**config.mk**
```make
export PLATFORM = sky130hd
export DESIGN_NAME = pipe_hazard_ctrl
export DESIGN_NICKNAME = d
export VERILOG_FILES = /design/src/rtl/pipe_ctrl_pkg.sv /design/src/rtl/pipe_hazard_ctrl_sat_counter.sv /design/src/rtl/pipe_hazard_ctrl.sv
export SDC_FILE = /design/constraint.sdc
export NUM_CORES = 1
export LEC_CHECK = 0
export ABC_AREA = 1
export BUFFER_PORTS_ARGS = -buffer_cell sky130_fd_sc_hd__buf_2
export CORE_MARGIN = 5
export CORE_UTILIZATION = 36
export DETAILED_ROUTE_END_ITERATION = 10
export PLACE_DENSITY = 0.81
export SETUP_SLACK_MARGIN = 0.15
export SKIP_LAST_GASP = 1
export SYNTH_ARGS = -nofsm -noshare
export SYNTH_HDL_FRONTEND = slang
export SYNTH_HIERARCHICAL = 1
export SYNTH_SLANG_ARGS = --single-unit
```
**constraint.sdc**
```tcl
create_clock -name clk -period 1.8 [get_ports clk]
set_clock_uncertainty 0.15 [all_clocks]
set_input_delay 0.45 -clock clk [delete_from_list [all_inputs] [get_ports clk]]
set_output_delay 0.45 -clock clk [all_outputs]
set_load 0.1 [all_outputs]
```
**src/rtl/pipe_ctrl_pkg.sv**
```systemverilog
// pipe_ctrl_pkg: shared state type and constants for the pipeline hazard controller.
package pipe_ctrl_pkg;
   typedef enum logic {RUN, FLUSH} state_t;
   localparam logic [31:0] NOP_INST = 32'h00000013;
   localparam logic [4:0]  REG_ZERO = 5'd0;
endpackage

```
**src/rtl/pipe_hazard_ctrl_sat_counter.sv**
```systemverilog
// sat_counter: event counter that sticks at all-ones instead of wrapping.
module sat_counter
   import pipe_ctrl_pkg::*;
#(
   parameter int CNT_W = 32
) (
   input  logic             clk,
   input  logic             rst,
   input  logic             inc,
   output logic [CNT_W-1:0] cnt
);
   always_ff @(posedge clk)
      cnt <= !rst ? '0 : (inc && !(&cnt)) ? cnt + 1'b1 : cnt;
endmodule

```
**src/rtl/pipe_hazard_ctrl.sv**
```systemverilog
// pipe_hazard_ctrl: stall/flush/freeze sequencer for the 5-stage pipeline.
// Performance counters are built only when PIPE_HAZARD_PERF_EN is defined.
module pipe_hazard_ctrl
   import pipe_ctrl_pkg::*;
#(
   parameter int FLUSH_CYCLES = 1,
   parameter int CNT_W        = 32
) (
   input  logic             clk,
   input  logic             rst,
   input  logic [4:0]       ID_rs1,
   input  logic [4:0]       ID_rs2,
   input  logic             ID_use_rs1,
   input  logic             ID_use_rs2,
   input  logic             EX_MemRead,
   input  logic [4:0]       EX_rd,
   input  logic             EX_redirect,
   input  logic             mem_busy,
   output logic             PC_Write,
   output logic             IF_ID_Write,
   output logic             IF_ID_Flush,
   output logic             ID_EX_Flush,
   output logic             EX_MEM_Write,
   output logic             flush_active,
   output logic [CNT_W-1:0] stall_cnt,
   output logic [CNT_W-1:0] flush_cnt,
   output logic [CNT_W-1:0] freeze_cnt
);
   localparam logic [3:0] RELOAD = 4'(FLUSH_CYCLES - 1);

   state_t     state, state_n;
   logic [3:0] flush_left, left_n;
   logic       load_use, active, redir, stall;

   assign load_use = EX_MemRead && (EX_rd != REG_ZERO) &&
                     ((ID_use_rs1 && ID_rs1 == EX_rd) || (ID_use_rs2 && ID_rs2 == EX_rd));

   always_ff @(posedge clk) begin
      state      <= !rst ? RUN  : state_n;
      flush_left <= !rst ? 4'd0 : left_n;
   end

   // a freeze holds everything, including a pending redirect still sitting in EX
   always_comb begin
      state_n = state;
      left_n  = flush_left;
      if (!mem_busy && EX_redirect) begin
         state_n = (FLUSH_CYCLES > 1) ? FLUSH : RUN;
         left_n  = RELOAD;
      end else if (!mem_busy && state == FLUSH) begin
         state_n = (flush_left == 4'd1) ? RUN : FLUSH;
         left_n  = flush_left - 4'd1;
      end
   end

   always_comb begin
      active       = rst && !mem_busy;
      redir        = active && EX_redirect;
      stall        = active && !EX_redirect && state == RUN && load_use;
      PC_Write     = active && !stall;
      IF_ID_Write  = active && !stall;
      IF_ID_Flush  = redir || (active && state == FLUSH);
      ID_EX_Flush  = redir || stall;
      EX_MEM_Write = active;
      flush_active = rst && state == FLUSH;
   end

`ifdef PIPE_HAZARD_PERF_EN
   sat_counter #(.CNT_W(CNT_W)) u_stall  (.clk(clk), .rst(rst), .inc(stall),       .cnt(stall_cnt));
   sat_counter #(.CNT_W(CNT_W)) u_flush  (.clk(clk), .rst(rst), .inc(IF_ID_Flush), .cnt(flush_cnt));
   sat_counter #(.CNT_W(CNT_W)) u_freeze (.clk(clk), .rst(rst), .inc(mem_busy),    .cnt(freeze_cnt));
`else
   assign stall_cnt  = '0;
   assign flush_cnt  = '0;
   assign freeze_cnt = '0;
`endif
endmodule

```
==> metrics.cfg, run 1 <==
[power]
max-vdd-ir-drop_mv = 0.406
cellLeakagePower_nw = 0.844
p_sw_frac = 0.785
p_comb_frac = 0.814
p_switching_w = 0.00103
p_clk_frac = 0.102
p_int_w = 0.000282
seqPwrFrac = 0.085
power_density_nw_per_um2 = 914

[detailed_routing]
ant_nets = 0
wl_um = 2250
wl_per_cell_um = 8.10
first_iter_violations = 4
drc = 0
avgViaCountPerCell = 3.26
firstDrtPassIters = 2
vias = 905

[floorplan]
num_rows = 21
io_pins = 124
start_util = 0.371
die-area_um2 = 4710
core_um2 = 3340
die_h_um = 68.7
die_x_um = 68.7

[grt]
grt_first_pass_wirelength_um = 2840
overflow = 0
track_usage = 0.0770
grt_antenna_before_repair = 0
grt_max_degree = 7
grt_pass1_vias = 708

[sta]
layout_min_cycle_time_ns = 1.99
finalHoldViolations = 0
drv_slew = 0
timing.hold.ws_ns = 0.333
setup_viol = 3
fin_ws_ns = -0.193
period_share = 1.11
fmax_mhz = 502
rsz0062_at_grt = true

[critical_path]
reg2reg_to = flush_left[3]
crit_arrival_ns = 1.39
slowest_stage = a21oi_4
endpoint = IF_ID_Write
timing.rr.start = state
rrSetupSlack_ns = 0.56
end_kind = output port
cp-start-kind = input pin
r2r_cells = 6
path_cells = buf_8 > buf_6 > nor3_4 > nor2_4 > a21oi_4 > buf_12
crit_path_max_incr_delay_ns = 0.23
cp-startpoint = EX_rd[0]
critical_path_class = input pin to output port
required_ns = 1.20
path_max_fanout = 4

[clocking]
cts_buffers = 3
path_clk_slew_ns = 0.04
insertion_delay_ns = 0.25
cts_tree = built
cts_num_sinks = 5
postCtsHoldBufs = 0
htreeDepth = 1
cts-root-buf = clkbuf_4
clk_path_buf_depth = 2

[placed_design]
dp_hpwl_um = 2030
placed_area_um2 = 1250
port_buffers = 27
dp_slack_ns = -0.353
place.gp.congestion = 0.716

[flow_run]
maxCapViolations = 0

[logic_synthesis]
synth_edf_count = 0
seq_area_frac_synth = 0.0808
ys_ff_latch = 5
avgSynthCellArea_um2 = 6.32
yosysUniqueCellTypes = 19
yosysTopAreaCellShare = 0.588
syn_area_um2 = 1240
yosysWarnings = 6
async_reset_ff_frac = 0
yosysTopAreaCell = buf_4
synthFlopType = dfxtp_1
synthCells = 196
yosys-top-cells-area = buf_4, nand2_1, dfxtp_1, inv_1, nor2_1

[final_layout]
final_nets = 257
area.growth.synth_to_final_pct = 15.8
finalInstanceArea_um2 = 1430
antenna-diode-count = 0
layout-drive-gt1-share = 0.259
utilization = 0.430
nFillCells = 358

[run_status]
violations = negative setup slack
status = finished with violations

[hold_path]
min_path_type = register to register
min_path_cells = 2

[worst max-delay path, delay by kind of cell]
family / cells / cell delay (ns)
AO/OA/AOI/OAI: 1 / 0.23
buffers and inverters: 3 / 0.41
AND/OR/NAND/NOR: 2 / 0.29
[cells in the mapped netlist, types with 2 or more instances]
| master | count |
|---|---|
| buf_4 | 97 |
| nand2_1 | 36 |
| inv_1 | 17 |
| nor2_1 | 13 |
| inv_2 | 7 |
| dfxtp_1 | 5 |
| nand3_1 | 4 |
| a21oi_1 | 3 |
| ha_1 | 2 |
| nand4_1 | 2 |
| o21ai_1 | 2 |
[per-stage QoR]
step	power, W	cells	TNS, ns
2_1_floorplan	0.00123	291	-2.57
3_3_place_gp	0.00114	273	-1.11
3_5_place_dp	0.00114	273	-1.12
4_1_cts	0.00130	278	-0.577
5_1_grt	0.00136	278	-0.690
6_report	0.00131	278	-0.509
[cells by family (layout without fill, tap and decap cells)]
family | Yosys count | after routing | share of synthesized area
and+or+nand+nor | 58 | 58 | 0.193
adders and majority gates | 2 | 2 | 0.0202
xor gates and xnor gates | 1 | 1 | 0.00707
buffers and inverters | 121 | 62 | 0.661
DFF | 5 | 5 | 0.0808
other | 1 | 96 | 0.00303
AOI/OAI and AO/OA | 8 | 8 | 0.0354
[worst min path at each step]
| stage | start | to | slack [ns] |
|---|---|---|---|
| after floorplan | flush_left[0] | flush_left[0] | 0.31 |
| after global placement | flush_left[0] | flush_left[0] | 0.32 |
| after detailed placement | flush_left[0] | flush_left[0] | 0.33 |
| after CTS | flush_left[0] | flush_left[0] | 0.34 |
| after global routing | flush_left[1] | flush_left[1] | 0.37 |
| final | flush_left[0] | flush_left[0] | 0.33 |
[repair_timing]
action | in CTS | in global routing
buffers inserted | 1 | 0
endpoints found under the setup margin | 5 | 5
pin swaps | 7 | 11
resized for setup | 28 | 13
[cell type report]
class,instances,area (um^2),share of cell area
Sequential cell,5,100,0.0698
Timing Repair Buffer,34,357,0.249
Multi-Input combinational cell,165,767,0.535
Inverter,24,126,0.0881
Tap cell,46,57.6,0.0401
Clock buffer,4,26.3,0.0183
[power groups by stage]
stage / registers (W) / logic (W) / clock network [W]
2_1_floorplan: 0.000113 / 0.00112 / 0
3_3_place_gp: 0.000113 / 0.00102 / 0
3_5_place_dp: 0.000113 / 0.00102 / 0
4_1_cts: 0.000111 / 0.00105 / 0.000137
5_1_grt: 0.000111 / 0.00110 / 0.000149
6_report: 0.000111 / 0.00107 / 0.000133
[layout by cell type (no fill, tap or decap), types with 3 or more instances in the layout]
cell and instances:
buf_12 7, buf_2 14, buf_4 3, buf_6 7
buf_8 3, clkbuf_4 3, conb_1 96, dfxtp_1 5
inv_1 13, inv_2 5, inv_6 4, nand2_1 31
nand2_2 3, nand3_1 3, nor2_1 12, nor2_4 3
[sequential cells by signal, summed over array words and instances, names as in the netlist]
signal / cells
state: 1
flush_left: 4
[routing by layer]
metal / share of wire / track usage / vias up
li1: - / - / 466
met1: 0.28 / 0.0773 / 377
met2: 0.55 / 0.149 / 58
met3: 0.16 / 0.0243 / 4
met4: 0.012 / 0.0223 / 0
met5: 0 / 0 / -
(Power assumes the default switching activity.)
==> inputs of run 2 (changes only) <==
- ABC_AREA: 1 -> 0
- CORE_UTILIZATION: 36 -> 35
==> metrics.cfg, run 2 <==
[logic_synthesis]
synth_top_family_by_area = buffers and inverters
yosys-top-cells-area = buf_4, dfxtp_1, xnor2_1, o21ai_0, and2_1
synth_fa_ha_area_frac = 0.0217
synth_edf_count = 0
synthMostInstantiatedCell = buf_4
yosysTopAreaCell = buf_4
synthSimpleGateAreaFrac = 0.0923
muxShareOfSynthArea = 0
synthFlopType = dfxtp_1
ys_ff_latch = 5
synth-xor-area-share = 0.0760
synth_compound_gate_area_share = 0.0782
syn_area_um2 = 1150
yosysUniqueCellTypes = 22
avgSynthCellArea_um2 = 7.53
netlist_top_cells_count = buf_4, xnor2_1, o21ai_0
synthCells = 153
yosysTopAreaCellShare = 0.632
async_reset_ff_frac = 0
yosysWarnings = 6
seq_area_frac_synth = 0.0869

[floorplan]
die_h_um = 67.4
die-area_um2 = 4540
num_rows = 20
core_um2 = 3100
io_pins = 124
start_util = 0.371
die_x_um = 67.4

[sta]
drv_slew = 0
layout_min_cycle_time_ns = 2.34
period_share = 1.30
setup_viol = 3
tns_ns = -1.61
fin_ws_ns = -0.543
finalHoldViolations = 0
rsz0062_at_grt = true
fmax_mhz = 427

[final_layout]
layout-drive-gt1-share = 0.272
layout_common_cells = conb_1, buf_2, buf_4
regMostFlops = flush_left
reg.largest.list = flush_left: 4 flops, state: 1 flops
antenna-diode-count = 0
mostFrequentLayoutCell = conb_1
area.growth.synth_to_final_pct = 10.9
final_nets = 220
finalInstanceArea_um2 = 1280
largest_reg_flops = 4

[hold_path]
min_path_type = register to register
worstHoldStart = flush_left[3]
min_path_cells = 2

[grt]
grt_first_pass_wirelength_um = 2730
grt_pass1_vias = 634
overflow = 0
grt_antenna_before_repair = 0
grt_max_degree = 6
track_usage = 0.0789

[critical_path]
path_cells = buf_8 > or4_4 > o21a_4 > a32o_2 > buf_12
critical_path_class = input pin to output port
r2r_cells = 5
cp-start-kind = input pin
end_kind = output port
cp_num_cells = 5
slowest_stage = or4_4
required_ns = 1.20
cp_top_family = simple AND/OR/NAND/NOR gates
timing.rr.start = state
crit_arrival_ns = 1.74
cp_num_buf_inv = 2
path_max_fanout = 2
crit_path_max_incr_delay_ns = 0.52
cp-startpoint = EX_rd[4]

[clocking]
cts-root-buf = clkbuf_4
cts_tree = built
htreeDepth = 1
cts_num_sinks = 5
clk_path_buf_depth = 2
insertion_delay_ns = 0.24
cts_buffers = 3
path_clk_slew_ns = 0.04

[detailed_routing]
wl_um = 2190
drc = 0
avgViaCountPerCell = 3.35
ant_nets = 0
first_iter_violations = 11
firstDrtPassIters = 4
wl_per_cell_um = 9.16
vias = 801

[placed_design]
placed_area_um2 = 1170
place.gp.congestion = 0.829
dp_hpwl_um = 1980
port_buffers = 27

[flow_run]
maxCapViolations = 0

[run_status]
violations = negative setup slack
status = finished with violations

[power]
cellLeakagePower_nw = 0.686
max-vdd-ir-drop_mv = 0.561
power_density_nw_per_um2 = 1010

## run 2: cell types whose count changed after synthesis, sizes merged, moves of 4 or more
cell   previous run  this run
xnor2             0        10
nand2            36         3
inv              24         3
and2              0         4
nor2             15         6
o21ai             3         7
## run 2: metrics by stage
step	utilization	setup slack (ns)	total power [W]	instances	hold WS, ns
floorplan	-	-0.890	0.00123	248	0.313
global placement	0.376	-0.663	0.00114	234	0.331
detailed placement	0.376	-0.677	0.00114	234	0.344
CTS	0.406	-0.558	0.00129	239	0.351
global route	0.412	-0.569	0.00133	239	0.404
finish	0.412	-0.543	0.00129	239	0.348
## run 2: worst paths after layout
| path | endpoint | slack [ns] |
|---|---|---|
| max | ID_EX_Flush | -0.54 |
| min | flush_left[3] | 0.35 |
| max reg2reg | flush_left[3] | 0.40 |
| min reg2reg | flush_left[3] | 0.35 |
## run 2: final cells by class
type	instances	area, um^2
fillers	323	1830
multi-input cells	143	722
repair buffers	40	355
flip-flops and latches	5	104
well taps	44	55.1
clock buffers	4	26.3
inverters	3	15.0
## run 2: what timing repair did
item,CTS,global route
hold buffers,0,0
cloned,0,0
pin swaps,4,3
setup endpoints to repair,6,6
setup buffers,1,0
resized for setup,16,4
## run 2: cells by family after synthesis
family	count (synthesis)
buf+inv	100
other cells	1
xor+xnor	10
fa+ha+maj	2
simple gates	20
compound gates	15
flops	5
## run 2: power breakdown
| group | internal (W) | leakage (nW) | switching, W | total (W) |
|---|---|---|---|---|
| registers | 0.000110 | 0.0411 | 0 | 0.000110 |
| clock network | 0.0000838 | 0.0150 | 0.0000463 | 0.000130 |
| logic | 0.0000862 | 0.630 | 0.000962 | 0.00105 |
| total | 0.000280 | 0.686 | 0.00101 | 0.00129 |
## run 2: layer usage
metal | track usage | up-vias | wire length (um) | part of all wire
li1 | - | 376 | - | -
met1 | 0.0832 | 357 | 650 | 0.30
met2 | 0.147 | 64 | 1200 | 0.55
met3 | 0.0116 | 4 | 310 | 0.14
met4 | 0.0456 | 0 | 31 | 0.014
met5 | 0 | - | 0 | 0
## run 2: worst reg2reg max path, cell delays in order, from the launching register on
cell and delay, ns:
dfxtp_4 0.36, buf_6 0.11, nor4b_1 0.35, nor2_1 0.07
o21ai_0 0.14, a21boi_0 0.10
==> inputs of run 3 (changes only) <==
- CORE_UTILIZATION: 35 -> 38
- PLACE_DENSITY: 0.81 -> 0.87
- SYNTH_HIERARCHICAL: 1 -> not set
- clock period: 1.8 -> 2.9 ns (I/O delays scaled with it)
==> metrics.cfg, run 3 <==
[logic_synthesis]
syn_area_um2 = 1150
yosys-top-cells-area = buf_4, dfxtp_1, xnor2_1, o21ai_0, and2_1
synthMostInstantiatedCell = buf_4
yosysWarnings = 0
yosysTopAreaCell = buf_4
seq_area_frac_synth = 0.0869
avgSynthCellArea_um2 = 7.53
netlist_top_cells_count = buf_4, xnor2_1, o21ai_0
synthCells = 153
synthFlopType = dfxtp_1
yosysTopAreaCellShare = 0.632
yosysUniqueCellTypes = 22
ys_ff_latch = 5
async_reset_ff_frac = 0
synth_edf_count = 0

[critical_path]
crit_arrival_ns = 2.10
r2r_cells = 4
timing.rr.start = state
reg2reg_to = flush_left[3]
endpoint = PC_Write
cp-startpoint = EX_rd[1]
cp-start-kind = input pin
path_max_fanout = 2
required_ns = 2.03
end_kind = output port
critical_path_class = input pin to output port
rrSetupSlack_ns = 1.55

[run_status]
status = finished with violations
violations = negative setup slack

[floorplan]
num_rows = 20
start_util = 0.387
die-area_um2 = 4230
io_pins = 124
core_um2 = 2980
die_h_um = 65.1
die_x_um = 65.1

[grt]
grt_pass1_vias = 599
grt_max_degree = 8
track_usage = 0.0832
overflow = 0
grt_antenna_before_repair = 0
grt_first_pass_wirelength_um = 2650

[sta]
fin_ws_ns = -0.0728
fmax_mhz = 336
finalHoldViolations = 0
setup_viol = 3
drv_slew = 0
period_share = 1.03
rsz0062_at_grt = true
layout_min_cycle_time_ns = 2.97

[detailed_routing]
wl_um = 2110
firstDrtPassIters = 4
wl_per_cell_um = 9.57
ant_nets = 0
vias = 771
first_iter_violations = 23
drc = 0
avgViaCountPerCell = 3.49

[clocking]
clk_path_buf_depth = 2
cts-root-buf = clkbuf_4
cts_num_sinks = 5
insertion_delay_ns = 0.24
htreeDepth = 1
postCtsHoldBufs = 0
cts_tree = built
path_clk_slew_ns = 0.04
cts_buffers = 3

[final_layout]
mostFrequentLayoutCell = conb_1
final_cells = 221
reg.largest.list = flush_left: 4 flops, state: 1 flops
regMostFlops = flush_left
largest_reg_flops = 4
area.growth.synth_to_final_pct = -1.30
layout_common_cells = conb_1, buf_2, xnor2_1
antenna-diode-count = 0
final_nets = 213
layout-drive-gt1-share = 0.223

[placed_design]
port_buffers = 27
place.gp.congestion = 0.716
dp_hpwl_um = 1870
dp.cells = 216

[hold_path]
min_path_cells = 2
min_path_type = register to register

[power]
power_density_nw_per_um2 = 693
max-vdd-ir-drop_mv = 0.307
power_w = 0.000788
cellLeakagePower_nw = 0.630

[flow_run]
maxCapViolations = 0

[run 3: power breakdown]
part	internal [W]	switching, W
clock	0.0000521	0.0000303
combinational	0.0000425	0.000594
sequential	0.0000690	0
total	0.000164	0.000624
[run 3: worst max-delay path: stages]
cell	delay, ns
buf_6	0.09
or4_4	0.52
o21a_1	0.22
buf_6	0.12
a31oi_4	0.19
buf_12	0.21
[run 3: worst min path at each step]
stage,from,end
floorplan,flush_left[3],flush_left[3]
global placement,flush_left[3],flush_left[3]
detailed placement,flush_left[3],flush_left[3]
CTS,flush_left[3],flush_left[3]
global route,flush_left[3],flush_left[3]
finish,flush_left[3],flush_left[3]
[run 3: through the flow]
stage,setup slack (ns),utilization,instance area [um^2],hold slack (ns),setup TNS [ns]
after floorplan,-0.340,-,1540,0.313,-0.442
after global placement,-0.116,0.357,1060,0.327,-0.343
after detailed placement,-0.140,0.357,1060,0.337,-0.398
after CTS,-0.0779,0.380,1130,0.349,-0.164
after global routing,-0.103,0.382,1140,0.424,-0.231
final,-0.0728,0.382,1140,0.353,-0.148
[run 3: layout make-up]
class	instances	area [um^2]
Inverter	3	15.0
Multi-Input combinational cell	143	698
Sequential cell	5	100
Timing Repair Buffer	33	256
Fill cell	310	1840
Clock buffer	4	26.3
Tap cell	33	41.3
[run 3: timing repair]
item / CTS / global route
pin swaps: 4 / 0
setup endpoints to repair: 3 / 3
buffers inserted: 1 / 0
gates resized for setup: 8 / 1
[run 3: metal layers]
layer	track usage	wire, um	vias to the layer above
li1	-	-	363
met3	0.0659	457	2
met1	0.0677	549	338
met2	0.160	1100	68
met4	0.00777	4	0
met5	0	0	-
[run 3: cells by family (layout without fill, tap and decap cells)]
kind of cell,count (synthesis),in the layout,synth area share
buffers and inverters,100,40,0.642
flip-flops,5,5,0.0869
AO/OA/AOI/OAI,15,15,0.0782
AND/OR/NAND/NOR,20,20,0.0923
adder cells (fa/ha/maj),2,2,0.0217
XOR/XNOR,10,10,0.0760
other,1,96,0.00325
